## src/rtl/node_pkg.sv

```systemverilog
// Shared types and constants for the neuron-node feeder.
package node_pkg;

    typedef enum logic [1:0] {
        S_LOAD   = 2'd0,
        S_SETTLE = 2'd1,
        S_RESULT = 2'd2
    } state_t;

    localparam logic [31:0] FP_ONE  = 32'h3F80_0000;
    localparam logic [31:0] FP_ZERO = 32'h0000_0000;

    // One IEEE-754 single per lane
    localparam int LANE_W = 32;

endpackage

```

## src/rtl/node_feeder.sv

```systemverilog
// Deserialises activation words into NUM_IN node lanes, waits for the node to settle,
// and returns its thresholded output. `define FLOAT_RESULT_EN to return 1.0/0.0 floats.
//
// state    | meaning
// ---------+---------------------------------------------------------
// S_LOAD   | accepting words into lane[idx]
// S_SETTLE | lanes frozen, cnt counts down until node output is fresh
// S_RESULT | res_data offered downstream until res_ready
module node_feeder
    import node_pkg::*;
#(
    parameter int NUM_IN = 10,
    parameter int SETTLE = 2,
    parameter int DW     = LANE_W
) (
    input  logic                 clk,
    input  logic                 rst_n,
    input  logic                 in_valid,
    output logic                 in_ready,
    input  logic [DW-1:0]        in_data,
    output logic [NUM_IN*DW-1:0] lanes,
    input  logic [DW-1:0]        node_out,
    output logic                 res_valid,
    input  logic                 res_ready,
    output logic [DW-1:0]        res_data,
    output logic                 busy
);

    localparam int IDX_W = (NUM_IN > 1) ? $clog2(NUM_IN) : 1;
    localparam int CNT_W = $clog2(SETTLE + 1);

    state_t             state;
    logic [IDX_W-1:0]   idx;
    logic [CNT_W-1:0]   cnt;
    logic [DW-1:0]      lane_q [NUM_IN];

    assign in_ready = (state == S_LOAD);
    assign busy     = (state != S_LOAD);

    for (genvar g = 0; g < NUM_IN; g++) begin : g_lanes
        assign lanes[g*DW +: DW] = lane_q[g];
    end

    always_ff @(posedge clk or negedge rst_n) begin
        if (!rst_n) begin
            state     <= S_LOAD;
            idx       <= '0;
            cnt       <= '0;
            res_valid <= 1'b0;
            res_data  <= FP_ZERO;
            for (int i = 0; i < NUM_IN; i++) begin
                lane_q[i] <= '0;
            end
        end else begin
            case (state)
                S_LOAD: begin
                    if (in_valid) begin
                        lane_q[idx] <= in_data;
                        if (idx == IDX_W'(NUM_IN - 1)) begin
                            idx   <= '0;
                            cnt   <= CNT_W'(SETTLE);
                            state <= S_SETTLE;
                        end else begin
                            idx <= idx + 1'b1;
                        end
                    end
                end
                S_SETTLE: begin
                    cnt <= cnt - 1'b1;
                    // Terminal count: the node has registered the sum of this frame
                    if (cnt == CNT_W'(1)) begin
`ifdef FLOAT_RESULT_EN
                        res_data <= (node_out != '0) ? FP_ONE : FP_ZERO;
`else
                        res_data <= node_out;
`endif
                        res_valid <= 1'b1;
                        state     <= S_RESULT;
                    end
                end
                S_RESULT: begin
                    if (res_ready) begin
                        res_valid <= 1'b0;
                        state     <= S_LOAD;
                    end
                end
                default: begin
                    state <= S_LOAD;
                end
            endcase
        end
    end

endmodule
```

## config.mk

```make
export PLATFORM = sky130hd
export DESIGN_NAME = node_feeder
export DESIGN_NICKNAME = d
export VERILOG_FILES = /design/src/rtl/node_pkg.sv /design/src/rtl/node_feeder.sv
export SDC_FILE = /design/constraint.sdc
export NUM_CORES = 1
export LEC_CHECK = 0
export CAP_MARGIN = 20
export CORE_AREA = 4 4 171 173
export CTS_BUF_LIST = sky130_fd_sc_hd__clkbuf_16
export DETAILED_ROUTE_END_ITERATION = 16
export DIE_AREA = 0 0 175 177
export MAX_ROUTING_LAYER = met4
export PLACE_DENSITY_LB_ADDON = 0.12
export SLEW_MARGIN = 0
export SYNTH_ARGS = -nofsm -noshare
export SYNTH_HDL_FRONTEND = slang
export SYNTH_SLANG_ARGS = --single-unit
export TNS_END_PERCENT = 30
```

## constraint.sdc

```tcl
create_clock -name clk -period 4.75 [get_ports clk]
set_input_delay 0.7125 -clock clk [delete_from_list [all_inputs] [get_ports clk]]
set_output_delay 0.7125 -clock clk [all_outputs]
set_load 0.01 [all_outputs]
```

### Word level (Yosys, flattened, before mapping)

Index checks and enable logic that the tools add are counted.

| word-level totals | value |
|---|---|
| flip-flop bits (word level) | 361 |
| input bits | 68 |
| output and inout bits | 355 |
| logic and storage cells | 53 |

| operators by class | value |
|---|---|
| $add $sub $neg | 2 |
| $lt $le $gt $ge | 2 |
| eq/ne operators | 8 |
| muxes and demuxes | 15 |
| bitwise operators | 1 |
| reductions and logical operators | 10 |

Operator list:

| operator | count |
|---|---|
| $bwmux W320 | 1 |
| $demux W32 S4 | 1 |
| $mux W32 | 1 |
| $mux W2 | 6 |
| $ne A2 B2 Y1 const B | 3 |
| $pmux W2 S3 | 1 |
| $reduce_and A3 Y1 | 2 |
| $reduce_bool A2 Y1 | 3 |
| $ge A5 B5 Y1 const B | 1 |
| $lt A5 B1 Y1 const B | 1 |
| $not A4 Y5 | 1 |
| $add A4 B1 Y4 const B | 1 |
| $eq A2 B1 Y1 const B | 2 |
| $eq A4 B4 Y1 const B | 1 |
| $mux W4 | 1 |
| $pmux W2 S2 | 1 |
| $reduce_and A2 Y1 | 2 |
| $reduce_and A4 Y1 | 1 |
| $eq A2 B2 Y1 const B | 1 |
| $logic_not A2 Y1 | 1 |
| $mux W1 | 2 |
| $ne A2 B1 Y1 const B | 1 |
| $pmux W1 S2 | 1 |
| $sub A2 B1 Y2 const B | 1 |
| $logic_and A1 B1 Y1 | 1 |

### Longest topological paths before layout

| depth | value |
|---|---|
| word-level depth | 6 |
| gate-level depth with buffers | 6 |
| depth with buffers taken out | 4 |

### Worst setup path after synthesis

Ideal clock, no wire load.

| timing | value |
|---|---|
| path kind | input port to flip-flop |
| start | in in_valid |
| end | reg lane_q, in the netlist lanes[226] |
| library setup time | 0.125 ns |
| arrival | 1.827 ns |
| data required time | 4.625 ns |
| slack | 2.799 ns |
| stages on the path | 5 |
| buffers on the path | 2 |
| cell sequence | nor3b_4 -> and4_1 -> buf_2 -> buf_4 -> mux2_2 |

| on the way | value |
|---|---|
| cells in the longest elaborated chain, start to end | 1 |

RTL lines:

| item | line | text |
|---|---|---|
| from (decl) | node_feeder.sv:18 | `input logic in_valid,` |
| $reduce_and A2 Y1 (no line) | - |  |
| to (signal, indexed assignment) | node_feeder.sv:58 | `lane_q[idx] <= in_data;` |
| to (decl) | node_feeder.sv:35 | `logic [DW-1:0] lane_q [NUM_IN];` |

No other way between the ends.
A chain may end at the register's enable or synchronous reset.

### Final worst setup path

| timing | value |
|---|---|
| start | in in_valid |
| end | reg lane_q, in the netlist lanes[250] |

The elaborated chain is that of the path after synthesis.

==> impl_metrics.env <==
export IMPL_synth_cell_types=38
export IMPL_internal_power_mw=9.70
export IMPL_grt_overflow_total=0
export IMPL_wire_per_inst_um=22.6
export IMPL_syn2layout_area_growth_pct=41.1
export IMPL_gr_usage_all_layers_pct=24.2
export IMPL_rows=61
export IMPL_cts_root_buf="clkbuf_16"
export IMPL_hpwl_mm=25.5
export IMPL_port_buffers=422
export IMPL_dpl_worst_slack_ps=1580
export IMPL_clk_path_buf_depth=3
export IMPL_fin_crit_sh_pct=55.5
export IMPL_multi_input_area_um2=4310
export IMPL_switching_share_pct=30.2
export IMPL_tritoncts="done"
export IMPL_arrival_ps=3030
export IMPL_ir_drop_mv=0.427
export IMPL_insertion_delay_ps=520
export IMPL_post_cts_setup_buffers=0
export IMPL_power_per_cell_area_nw_per_um2=720
export IMPL_antenna_found_initial=0
export IMPL_cp_cell_sequence="clkdlybuf4s50_1 > nor3b_4 > and4_2 > mux2_2"
export IMPL_coreArea_um2=27600
export IMPL_die_h_um=177
export IMPL_hold_buffers=0
export IMPL_pin_count=423
export IMPL_fmax_mhz=380
export IMPL_cts_buffers=38
export IMPL_fp_dieArea_um2=31000
export IMPL_netSwitchingPower_mw=4.20
export IMPL_cp_end_kind="flip-flop"
export IMPL_fill_cells=1970
export IMPL_tns_ps=0
export IMPL_clkPwrFrac_pct=19.3
export IMPL_nNetsFinal=1306
export IMPL_layout_min_cycle_time_ps=2630
export IMPL_worst_slew_pin_slew_ps=1050
export IMPL_rsz0062_at_grt="no"
export IMPL_synth_area_per_cell_um2=16.5
export IMPL_synth_area_um2=13700
export IMPL_firstDrtPassIters=4
export IMPL_pwr_share_seq_pct=38.4
export IMPL_drive_gt1_share_pct=33.3
export IMPL_clk_pin_slew_ps=60
export IMPL_ff2ff_setup_slack_ps=2240
export IMPL_critPathSlowestCell="and4_2"
export IMPL_power_leakage_nw=8.46
export IMPL_via_count=8421
export IMPL_start_kind="input pin"
export IMPL_synth_nets=899
export IMPL_cts_sinks=361
export IMPL_drt_iter0_drc=339
export IMPL_maxSlewHeadroom_pct=29.9
export IMPL_first_global_vias=9133
export IMPL_synth_seq_cells=361
export IMPL_floorplan_initialDensity_pct=49.6
export IMPL_die_w_um=175
export IMPL_place_area_um2=18200
export IMPL_critical_path_max_stage_delay_ps=910
export IMPL_cp_max_fo=33
export IMPL_async_flop_share_pct=100
export IMPL_hold_path_class="input pin to asynchronous set/reset pin"
export IMPL_postCtsResizedCells=0
export IMPL_synth_edff_count=0
export IMPL_vias_per_cell=5.14
export IMPL_setup_viol=0
export IMPL_worst_path_buf_inv=1
export IMPL_synth_flop_cell="dfrtp_1"
export IMPL_place_congestion=0.778
export IMPL_htreeDepth=2
export IMPL_drcViolationCount=0
export IMPL_synth_seq_area_share_pct=66.0
export IMPL_antenna_cells=0
export IMPL_grt_max_degree=128
export IMPL_crit_type="input pin to flip-flop"
export IMPL_slew_viol_final=0
export IMPL_finClkSkew_ps=14.5
export IMPL_finalHoldViolations=0
export IMPL_yosysTopAreaCellShare_pct=66.0
export IMPL_totalWireLength_mm=36.9
export IMPL_netlist_instances=830
export IMPL_critical_path_top_delay_family="simple AND/OR/NAND/NOR gates"
export IMPL_status="finished clean"
export IMPL_maxCapViolCount=0
export IMPL_cp_data_required_time_ps=5150
export IMPL_finalInstanceArea_um2=19300
export IMPL_grt_pass1_wl_mm=55.8
export IMPL_comb_power_share_pct=42.3
export IMPL_netlist_top_cells_area="dfrtp_1, mux2_2, buf_1, buf_2, mux2_1"
export IMPL_yosysWarnings=0
export IMPL_antenna_left=0
export IMPL_synth_top_area_cell="dfrtp_1"
export IMPL_regArea_um2=9030
export IMPL_layout_setup_ws_ps=2120
cell usage in the layout, fill, tap and decap left out, types with 2 or more instances in the layout:
cell             count
clkinv_1             9
o21ai_0              4
nand3b_1             2
nand4b_1             2
mux2_2             347
clkdlybuf4s50_1    421
dfrtp_1            361
a311oi_1             2
inv_1               13
nor2_1               4
clkbuf_16           39
nor2b_1              2
clkinv_2             4
mux2_1               5
a211o_1              2
buf_12               2
nand2b_1             2
buf_4               15
stage by stage:
step | hold slack (ps) | power (mW) | std cells | utilization, %
2_1_floorplan | 417 | 7.61 | 830 | -
6_report | 278 | 13.9 | 1638 | 69.9
4_1_cts | 351 | 14.1 | 1638 | 69.9
3_3_place_gp | 469 | 11.2 | 1575 | 65.9
5_1_grt | 381 | 14.6 | 1638 | 69.9
3_5_place_dp | 481 | 11.3 | 1575 | 65.9
synthesized netlist by cell type (2+ instances only):
library cell,instances
inv_1,4
buf_6,4
nor2b_1,2
buf_1,33
mux2_2,347
nand3_1,2
buf_4,6
nand2b_1,2
nor2_1,4
o21ai_0,4
clkbuf_1,5
buf_2,23
a311oi_1,2
mux2_1,5
a211o_1,2
dfrtp_1,361
nand3b_1,2
nand4b_1,2
registers in the layout, summed over array words and instances (netlist names):
register	cells
cnt	2
idx	4
lanes	320
res_data	32
res_valid	1
state	2
cell type report:
class / count / share of cell area (%)
multi-input cells: 393 / 22.3
repair buffers: 439 / 22.7
flip-flops and latches: 361 / 46.8
well taps: 378 / 2.45
clock inverters: 24 / 0.654
clock buffers: 39 / 5.05
inverters: 4 / 0.0777
per-layer routing:
layer | vias up | wire length, um | track usage, %
li1 | 3713 | - | -
met1 | 4345 | 15200 | 29.6
met2 | 307 | 18100 | 39.5
met3 | 56 | 2810 | 7.54
met4 | 0 | 848 | 6.25
met5 | - | 0 | -
cells by family after synthesis:
logic type,after synthesis,share of synthesized area [%]
AO/OA/AOI/OAI,12,0.612
flip-flops,361,66.0
XOR/XNOR,2,0.128
adder cells (fa/ha/maj),1,0.0914
AND/OR/NAND/NOR,26,1.55
multiplexers,352,29.0
buffers and inverters,76,2.69
power by group through the flow:
stage               clock, mW  combinational (mW)  sequential, mW
global route             2.88                6.22            5.52
CTS                      2.75                5.97            5.34
floorplan                   0                1.67            5.95
detailed placement          0                5.94            5.37
finish                   2.68                5.87            5.34
global placement            0                5.86            5.30
path summary, 6_finish.rpt:
| check | from | endpoint | depth (start not counted) |
|---|---|---|---|
| max | in_valid | lanes[250] | 4 |
| max reg2reg | idx[1] | lanes[266] | 3 |
| min | rst_n | lanes[210] | 1 |
| max in group asynchronous | rst_n | lanes[60] | 2 |
| min in group clk | lanes[132] | lanes[132] | 1 |
| min reg2reg | lanes[132] | lanes[132] | 1 |
No activity file was read; power rests on OpenSTA's default activity.
